==> src/rtl/ncl_pkg.sv <==
// ncl_pkg: shared definitions for the synchronous/NCL boundary blocks.
//   state_e      - transmitter handshake states
//   RAIL_*       - dual-rail encodings of one bit, packed as {t,f}
//   to_dual_rail - maps one single-rail bit to its DATA rail pair
package ncl_pkg;

    typedef enum logic [1:0] {
        S_IDLE = 2'd0,
        S_DATA = 2'd1,
        S_RTN  = 2'd2
    } state_e;

    localparam logic [1:0] RAIL_NULL = 2'b00;
    localparam logic [1:0] RAIL_0    = 2'b01;
    localparam logic [1:0] RAIL_1    = 2'b10;

    function automatic logic [1:0] to_dual_rail(input logic b);
        return b ? RAIL_1 : RAIL_0;
    endfunction

endpackage

==> src/rtl/ncl_sync2.sv <==
// ncl_sync2: two-flop synchronizer for an asynchronous level (e.g. an NCL
// completion acknowledge). Output follows input after two rising edges.
//   clk  - system clock
//   rst  - synchronous active-high reset, clears both flops
//   d    - asynchronous input
//   q    - synchronized output
module ncl_sync2 (
    input  logic clk,
    input  logic rst,
    input  logic d,
    output logic q
);

    logic meta_q;
    logic sync_q;

    always_ff @(posedge clk) begin
        if (rst) begin
            meta_q <= 1'b0;
            sync_q <= 1'b0;
        end else begin
            meta_q <= d;
            sync_q <= meta_q;
        end
    end

    assign q = sync_q;

endmodule

==> src/rtl/ncl_dr_tx.sv <==
// ncl_dr_tx: synchronous-to-NCL transmitter. Accepts single-rail words over
// a valid/ready handshake and drives them as whole-word dual-rail DATA
// wavefronts, followed by NULL, paced by the downstream acknowledge ki.
//   clk, rst        - clock, synchronous active-high reset
//   in_valid/ready  - source handshake; in_data captured on accept
//   dr_t / dr_f     - registered true/false rails
//   ki              - async acknowledge (1 = request data, 0 = request null)
//   err             - sticky watchdog timeout flag
//   tx_count        - completed DATA+NULL cycles, wrapping
module ncl_dr_tx
    import ncl_pkg::*;
#(
    parameter int unsigned WIDTH   = 4,
    parameter int unsigned TIMEOUT = 255,
    parameter int unsigned CNT_W   = 16
) (
    input  logic             clk,
    input  logic             rst,
    input  logic             in_valid,
    output logic             in_ready,
    input  logic [WIDTH-1:0] in_data,
    output logic [WIDTH-1:0] dr_t,
    output logic [WIDTH-1:0] dr_f,
    input  logic             ki,
    output logic             err,
    output logic [CNT_W-1:0] tx_count
);

    localparam int unsigned         WD_W   = $clog2(TIMEOUT + 1);
    localparam logic [WD_W-1:0]     WD_MAX = WD_W'(TIMEOUT);

    logic             ki_s;
    state_e           state_q, state_d;
    logic [WIDTH-1:0] rail_t_q, rail_f_q;
    logic [WIDTH-1:0] rail_t_d, rail_f_d;
    logic [WD_W-1:0]  wd_q, wd_d;
    logic             err_q, err_d;
    logic [CNT_W-1:0] cnt_q, cnt_d;
    logic             load_data;
    logic             hold_data;
    logic             waiting;

    ncl_sync2 u_ki_sync (
        .clk (clk),
        .rst (rst),
        .d   (ki),
        .q   (ki_s)
    );

    // Next-state, counters and watchdog. A ki_s transition always takes
    // priority over the watchdog: when the state advances, waiting stays 0,
    // so the counter clears and err cannot be raised on that edge.
    always_comb begin
        state_d   = state_q;
        load_data = 1'b0;
        hold_data = 1'b0;
        waiting   = 1'b0;
        cnt_d     = cnt_q;
        err_d     = err_q;
        wd_d      = '0;

        case (state_q)
            S_IDLE: begin
                if (in_valid && ki_s) begin
                    state_d   = S_DATA;
                    load_data = 1'b1;
                end
            end
            S_DATA: begin
                if (!ki_s) begin
                    state_d = S_RTN;
                    cnt_d   = cnt_q + 1'b1;
                end else begin
                    hold_data = 1'b1;
                    waiting   = 1'b1;
                end
            end
            S_RTN: begin
                if (ki_s) begin
                    state_d = S_IDLE;
                end else begin
                    waiting = 1'b1;
                end
            end
            default: begin
                state_d = S_IDLE;
            end
        endcase

        if (waiting) begin
            wd_d = (wd_q == WD_MAX) ? wd_q : wd_q + 1'b1;
            if (wd_d == WD_MAX) begin
                err_d = 1'b1;
            end
        end
    end

    // Per-bit rail selection: every bit takes the same branch, so the word
    // switches DATA<->NULL as a whole on a single edge.
    genvar gi;
    generate
        for (gi = 0; gi < WIDTH; gi++) begin : g_rail
            logic [1:0] pair;
            always_comb begin
                pair = RAIL_NULL;
                if (load_data) begin
                    pair = to_dual_rail(in_data[gi]);
                end else if (hold_data) begin
                    pair = {rail_t_q[gi], rail_f_q[gi]};
                end
            end
            assign rail_t_d[gi] = pair[1];
            assign rail_f_d[gi] = pair[0];
        end
    endgenerate

    always_ff @(posedge clk) begin
        if (rst) begin
            state_q  <= S_IDLE;
            rail_t_q <= '0;
            rail_f_q <= '0;
            wd_q     <= '0;
            err_q    <= 1'b0;
            cnt_q    <= '0;
        end else begin
            state_q  <= state_d;
            rail_t_q <= rail_t_d;
            rail_f_q <= rail_f_d;
            wd_q     <= wd_d;
            err_q    <= err_d;
            cnt_q    <= cnt_d;
        end
    end

    // Gated by rst so the source never sees ready while reset is applied,
    // even on the first reset cycle when ki_s may still be high.
    assign in_ready = !rst && (state_q == S_IDLE) && ki_s;
    assign dr_t     = rail_t_q;
    assign dr_f     = rail_f_q;
    assign err      = err_q;
    assign tx_count = cnt_q;

endmodule

==> config.mk <==
export PLATFORM = sky130hd
export DESIGN_NAME = ncl_dr_tx
export DESIGN_NICKNAME = d
export VERILOG_FILES = /design/src/rtl/ncl_pkg.sv /design/src/rtl/ncl_sync2.sv /design/src/rtl/ncl_dr_tx.sv
export SDC_FILE = /design/constraint.sdc
export NUM_CORES = 1
export LEC_CHECK = 0
export BUFFER_PORTS_ARGS = -buffer_cell sky130_fd_sc_hd__buf_2
export CORE_MARGIN = 4
export CORE_UTILIZATION = 53
export DETAILED_ROUTE_END_ITERATION = 10
export PLACE_DENSITY = 0.76
export RECOVER_POWER = 25
export SYNTH_ARGS = -nofsm -noshare
export SYNTH_HDL_FRONTEND = slang
export SYNTH_SLANG_ARGS = --single-unit
export TNS_END_PERCENT = 50
==> constraint.sdc <==
create_clock -name clk -period 2.1 [get_ports clk]
set_input_delay 0.63 -clock clk [delete_from_list [all_inputs] [get_ports clk]]
set_output_delay 0.63 -clock clk [all_outputs]
set_load 0.05 [all_outputs]
; ---- Word-level counts from Yosys, hierarchy flattened
; Cells that the tools add are included.
[classes]
n_eq_ne = 8
reduce_logical = 9
addsub = 2
bitwise_logic = 2
mux = 20
[op_table]
columns = op, count
row1 = 2-bit 2-to-1 mux, 12
row2 = 16-bit by 1-bit adder with 16-bit output (second input constant), 1
row3 = 8-bit == test (second input constant), 2
row4 = 8-bit by 1-bit adder with 8-bit output (second input constant), 1
row5 = 8-bit 2-to-1 mux, 1
row6 = 2-bit inequality test (second input constant), 3
row7 = 2-bit case mux with 3 select lines, 1
row8 = 1-bit 2-to-1 mux, 5
row9 = 2-bit AND reduction, 2
row10 = 1-bit logical AND, 3
row11 = 3-bit AND reduction, 1
row12 = 2-bit by 1-bit == test with 1-bit output (second input constant), 1
row13 = 2-bit == test (second input constant), 1
row14 = 2-bit logical NOT, 1
row15 = 2-bit by 1-bit inequality test with 1-bit output (second input constant), 1
row16 = 1-bit inverter, 2
row17 = 1-bit case mux with 2 select lines, 1
row18 = 2-bit OR reduction, 1
row19 = 1-bit logical NOT, 1
[totals]
elab_cells = 49
out_inout_bits = 26
regBits = 37
in_bits = 8

; ---- Longest topological paths before layout
[logic_depth]
word_depth = 4
mapped_depth = 6
ltp_nobuf = 6

; ---- Cells and area by module
; A second synthesis with hierarchy kept.
[hier_totals]
cells_unflattened = 184
hier_area_um2 = 1646.6
[modules_own_cells]
columns = module, area_per_inst_um2, cells_each, n_inst
row1 = ncl_dr_tx, 1594.0, 180, 1
row2 = ncl_sync2, 52.6, 4, 1

; ---- Worst setup path before layout
; OpenSTA, ideal clock, no wires.
[synth_path]
kind = input -> output
from = input port rst
to = output port in_ready
required_ns = 1.470
slack_ns = -0.445
arrival_time_ns = 1.915
path_stages = 2
path_cell_list = clkbuf_1 > nor3_1
[synth_between]
elab_chain_cells = 3
[synth_rtl]
columns = item, line_no
row1 = start: declaration, ncl_dr_tx.sv:18  ; input logic rst,
row2 = 1-bit logical NOT, ncl_dr_tx.sv:137  ; assign in_ready = !rst && (state_q == S_IDLE) && ki_s;
row3 = 1-bit logical AND (2 in series), ncl_dr_tx.sv:137
row4 = end: declaration, ncl_dr_tx.sv:20  ; output logic in_ready,
; Every way passes these cells.

; ---- Worst setup path after layout
[layout_path]
from = register state_q[1]
to = output port in_ready
[layout_between]
elab_chain_cells = 3
[layout_rtl]
columns = item, line_no
row1 = start: declaration, ncl_dr_tx.sv:33  ; state_e state_q, state_d;
row2 = start signal: assignment, ncl_dr_tx.sv:126  ; state_q <= state_d;
row3 = 2-bit logical NOT, ncl_dr_tx.sv:137
row4 = 1-bit logical AND (2 in series), ncl_dr_tx.sv:137
; Every way passes these cells.

==> impl_metrics.env <==
export IMPL_synthTopCellsByArea="dfxtp_1 47%, nor2_1 8.8%, xor2_1 5.0%, xnor2_1 3.9%, nand2_1 2.6%"
export IMPL_post_dp_cell_area_um2=1780
export IMPL_end_kind="output port"
export IMPL_nNetsFinal=219
export IMPL_synthTopCellsByCount="37 x dfxtp_1, 37 x nor2_1, 11 x nand2_1, 9 x xor2_1, 7 x xnor2_1"
export IMPL_grt_max_degree=23
export IMPL_final_fill_count=245
export IMPL_tightest_slew_ns=0.929
export IMPL_cp_max_fo=6
export IMPL_ys_ff_latch=37
export IMPL_num_vias=1336
export IMPL_whs_ns=0.436
export IMPL_gr_total_overflow=0
export IMPL_max_freq_ghz=0.503
export IMPL_maxSlewHeadroom=0.381
export IMPL_multi_input_area_um2=820
export IMPL_fin_cells=241
export IMPL_crit_buf_inv=1
export IMPL_regArea_um2=742
export IMPL_dieArea_um2=3920
export IMPL_die_w_um=62.6
export IMPL_cts_buffers=5
export IMPL_power_mw=1.17
export IMPL_path_clk_slew_ns=0.11
export IMPL_rr_startpoint="wd_q[0]"
export IMPL_grt_pass1_vias=1336
export IMPL_drcViolationCount=0
export IMPL_period_share=0.947
export IMPL_ys_warnings_count=0
export IMPL_yosysTopAreaCell="dfxtp_1"
export IMPL_synthFlopType="dfxtp_1"
export IMPL_startpoint_type="flip-flop"
export IMPL_fin_area_um2=1850
export IMPL_start_util=0.563
export IMPL_post_cts_buffers=0
export IMPL_clk_latency_ns=0.34
export IMPL_synth_edf_count=0
export IMPL_ioPinCount=34
export IMPL_synth_cell_types=39
export IMPL_p_leak_nw=0.757
export IMPL_die_h_um=62.6
export IMPL_status="complete, no violations"
export IMPL_place_congestion=0.755
export IMPL_worstPathArrival_ns=1.36
export IMPL_coreArea_um2=2810
export IMPL_holdBufCountCts=0
export IMPL_yosysTopAreaCellShare=0.469
export IMPL_detail_route_antenna_nets=0
export IMPL_dr_pass1_iters=4
export IMPL_place_detailed_hpwl_um=2420
export IMPL_rsz0062_at_grt="false"
export IMPL_worstSetupPathType="flip-flop to output port"
export IMPL_io_buffers=33
export IMPL_avgViaCountPerCell=5.54
export IMPL_synth_seq_area_share=0.469
export IMPL_power_density_nw_per_um2=633
export IMPL_whs_path_depth=1
export IMPL_ctsHtreeMaxLevel=2
export IMPL_setup_violations=0
export IMPL_grt_pass1_wl_um=5640
export IMPL_layout_min_cycle_time_ns=1.99
export IMPL_first_iter_violations=57
export IMPL_syn_instance_count=172
export IMPL_path_delay_family="flip-flops"
export IMPL_ctsResizeCount=0
export IMPL_min_from="u_ki_sync.meta_q"
export IMPL_syn2layout_area_growth_pct=17.2
export IMPL_cp_required_ns=1.47
export IMPL_hold_violations=0
export IMPL_synthesis_area_um2=1580
export IMPL_peakVddDrop_v=0.000384
export IMPL_antenna_found_initial=0
export IMPL_clk_path_buf_depth=2
export IMPL_synthArstFlopShare=0
export IMPL_fin_setup_tns_ns=0
export IMPL_clock_sinks=37
export IMPL_cp_slowest_cell="dfxtp_1"
export IMPL_crit_chain="nand2b_1, nor3_4, buf_2"
export IMPL_cts_tree="done"
export IMPL_rows=19
export IMPL_rr_endpoint="err"
export IMPL_cpPeakStageDelay_ns=0.38
export IMPL_num_antenna_cells=0
export IMPL_avgSynthCellArea_um2=9.18
export IMPL_dp_cells=233
export IMPL_finalCoreUtilization=0.660
export IMPL_final_setup_worst_slack_ns=0.111
export IMPL_min_to="u_ki_sync.q"
export IMPL_maxCapViolCount=0
export IMPL_wl_per_cell_um=13.5
export IMPL_r2r_slack_ns=0.17
export IMPL_drive_above_1_share=0.229
export IMPL_hold_class="flip-flop to flip-flop"
export IMPL_root_buffer="clkbuf_4"
export IMPL_drt_total_wl_um=3260
export IMPL_finClkSkew_ns=0.00874
export IMPL_synth_net_count=182
export IMPL_grt_total_usage=0.180
export IMPL_r2r_cells=6
export IMPL_post_place_ws_ns=0.218
export IMPL_slew_viol_final=0
[worst max path at each step]
stage / start / endpoint / slack [ns] / depth (start not counted)
2_1_floorplan: rst / in_ready / 0.16 / 2
3_3_place_gp: rst / in_ready / 0.24 / 3
3_5_place_dp: rst / in_ready / 0.22 / 3
4_1_cts: state_q[1] / in_ready / 0.07 / 3
5_1_grt: state_q[1] / in_ready / 0.004 / 3
6_report: state_q[1] / in_ready / 0.11 / 3
[worst reg2reg max path: stages (launching register included)]
cell and delay, ns:
dfxtp_1 0.42, ha_1 0.29, and4_1 0.29, nand2_1 0.12
xnor2_1 0.16, a2111oi_2 0.36, a32o_1 0.22
[layout make-up]
type,count,area share
multi-input cells,128,0.443
flip-flops and latches,37,0.401
repair buffers,34,0.0913
clock buffers,7,0.0352
well taps,31,0.0210
inverters,3,0.00609
clock inverters,1,0.00270
[power breakdown]
part           internal [mW]  switching (mW)
sequential             0.706         0.00494
combinational         0.0166          0.0295
clock                  0.194           0.221
[layer usage]
layer,GRT usage,up-vias,wire (um)
met5,0,-,0
met4,0.0937,0,66
met3,0.0629,9,221
met2,0.302,52,1580
met1,0.200,604,1390
li1,-,671,-
[placed cells by master (no fill, tap or decap), types with 2 or more instances in the layout]
master and n:
clkbuf_8 2, nor2_1 37, clkbuf_4 5, dfxtp_1 36, and3_1 5, a22oi_1 4
o21ai_0 3, xnor2_1 7, nor3b_1 2, a21oi_1 3, nand2_1 11, mux2i_1 4
inv_1 3, xor2_1 9, buf_2 33, or3_1 2, nor3_1 3, nand3_1 6
ha_1 2, nand4_1 4, a2bb2oi_1 4, nor2b_1 3
[cell families (layout without fill, tap and decap cells)]
group | count (synthesis) | in the layout | share of synthesized area
adder cells (fa/ha/maj) | 2 | 2 | 0.0158
buffers and inverters | 7 | 45 | 0.0190
multiplexers | 4 | 4 | 0.0254
flip-flops | 37 | 37 | 0.469
XOR/XNOR | 16 | 16 | 0.0888
AO/OA/AOI/OAI | 22 | 22 | 0.109
AND/OR/NAND/NOR | 84 | 84 | 0.273
[state kept, by name, summed over array words and instances (netlist names)]
register / count
u_ki_sync.meta_q: 1
tx_count: 16
dr_t: 4
err: 1
wd_q: 8
u_ki_sync.q: 1
dr_f: 4
state_q: 2
No activity file was read; power rests on OpenSTA's default activity.
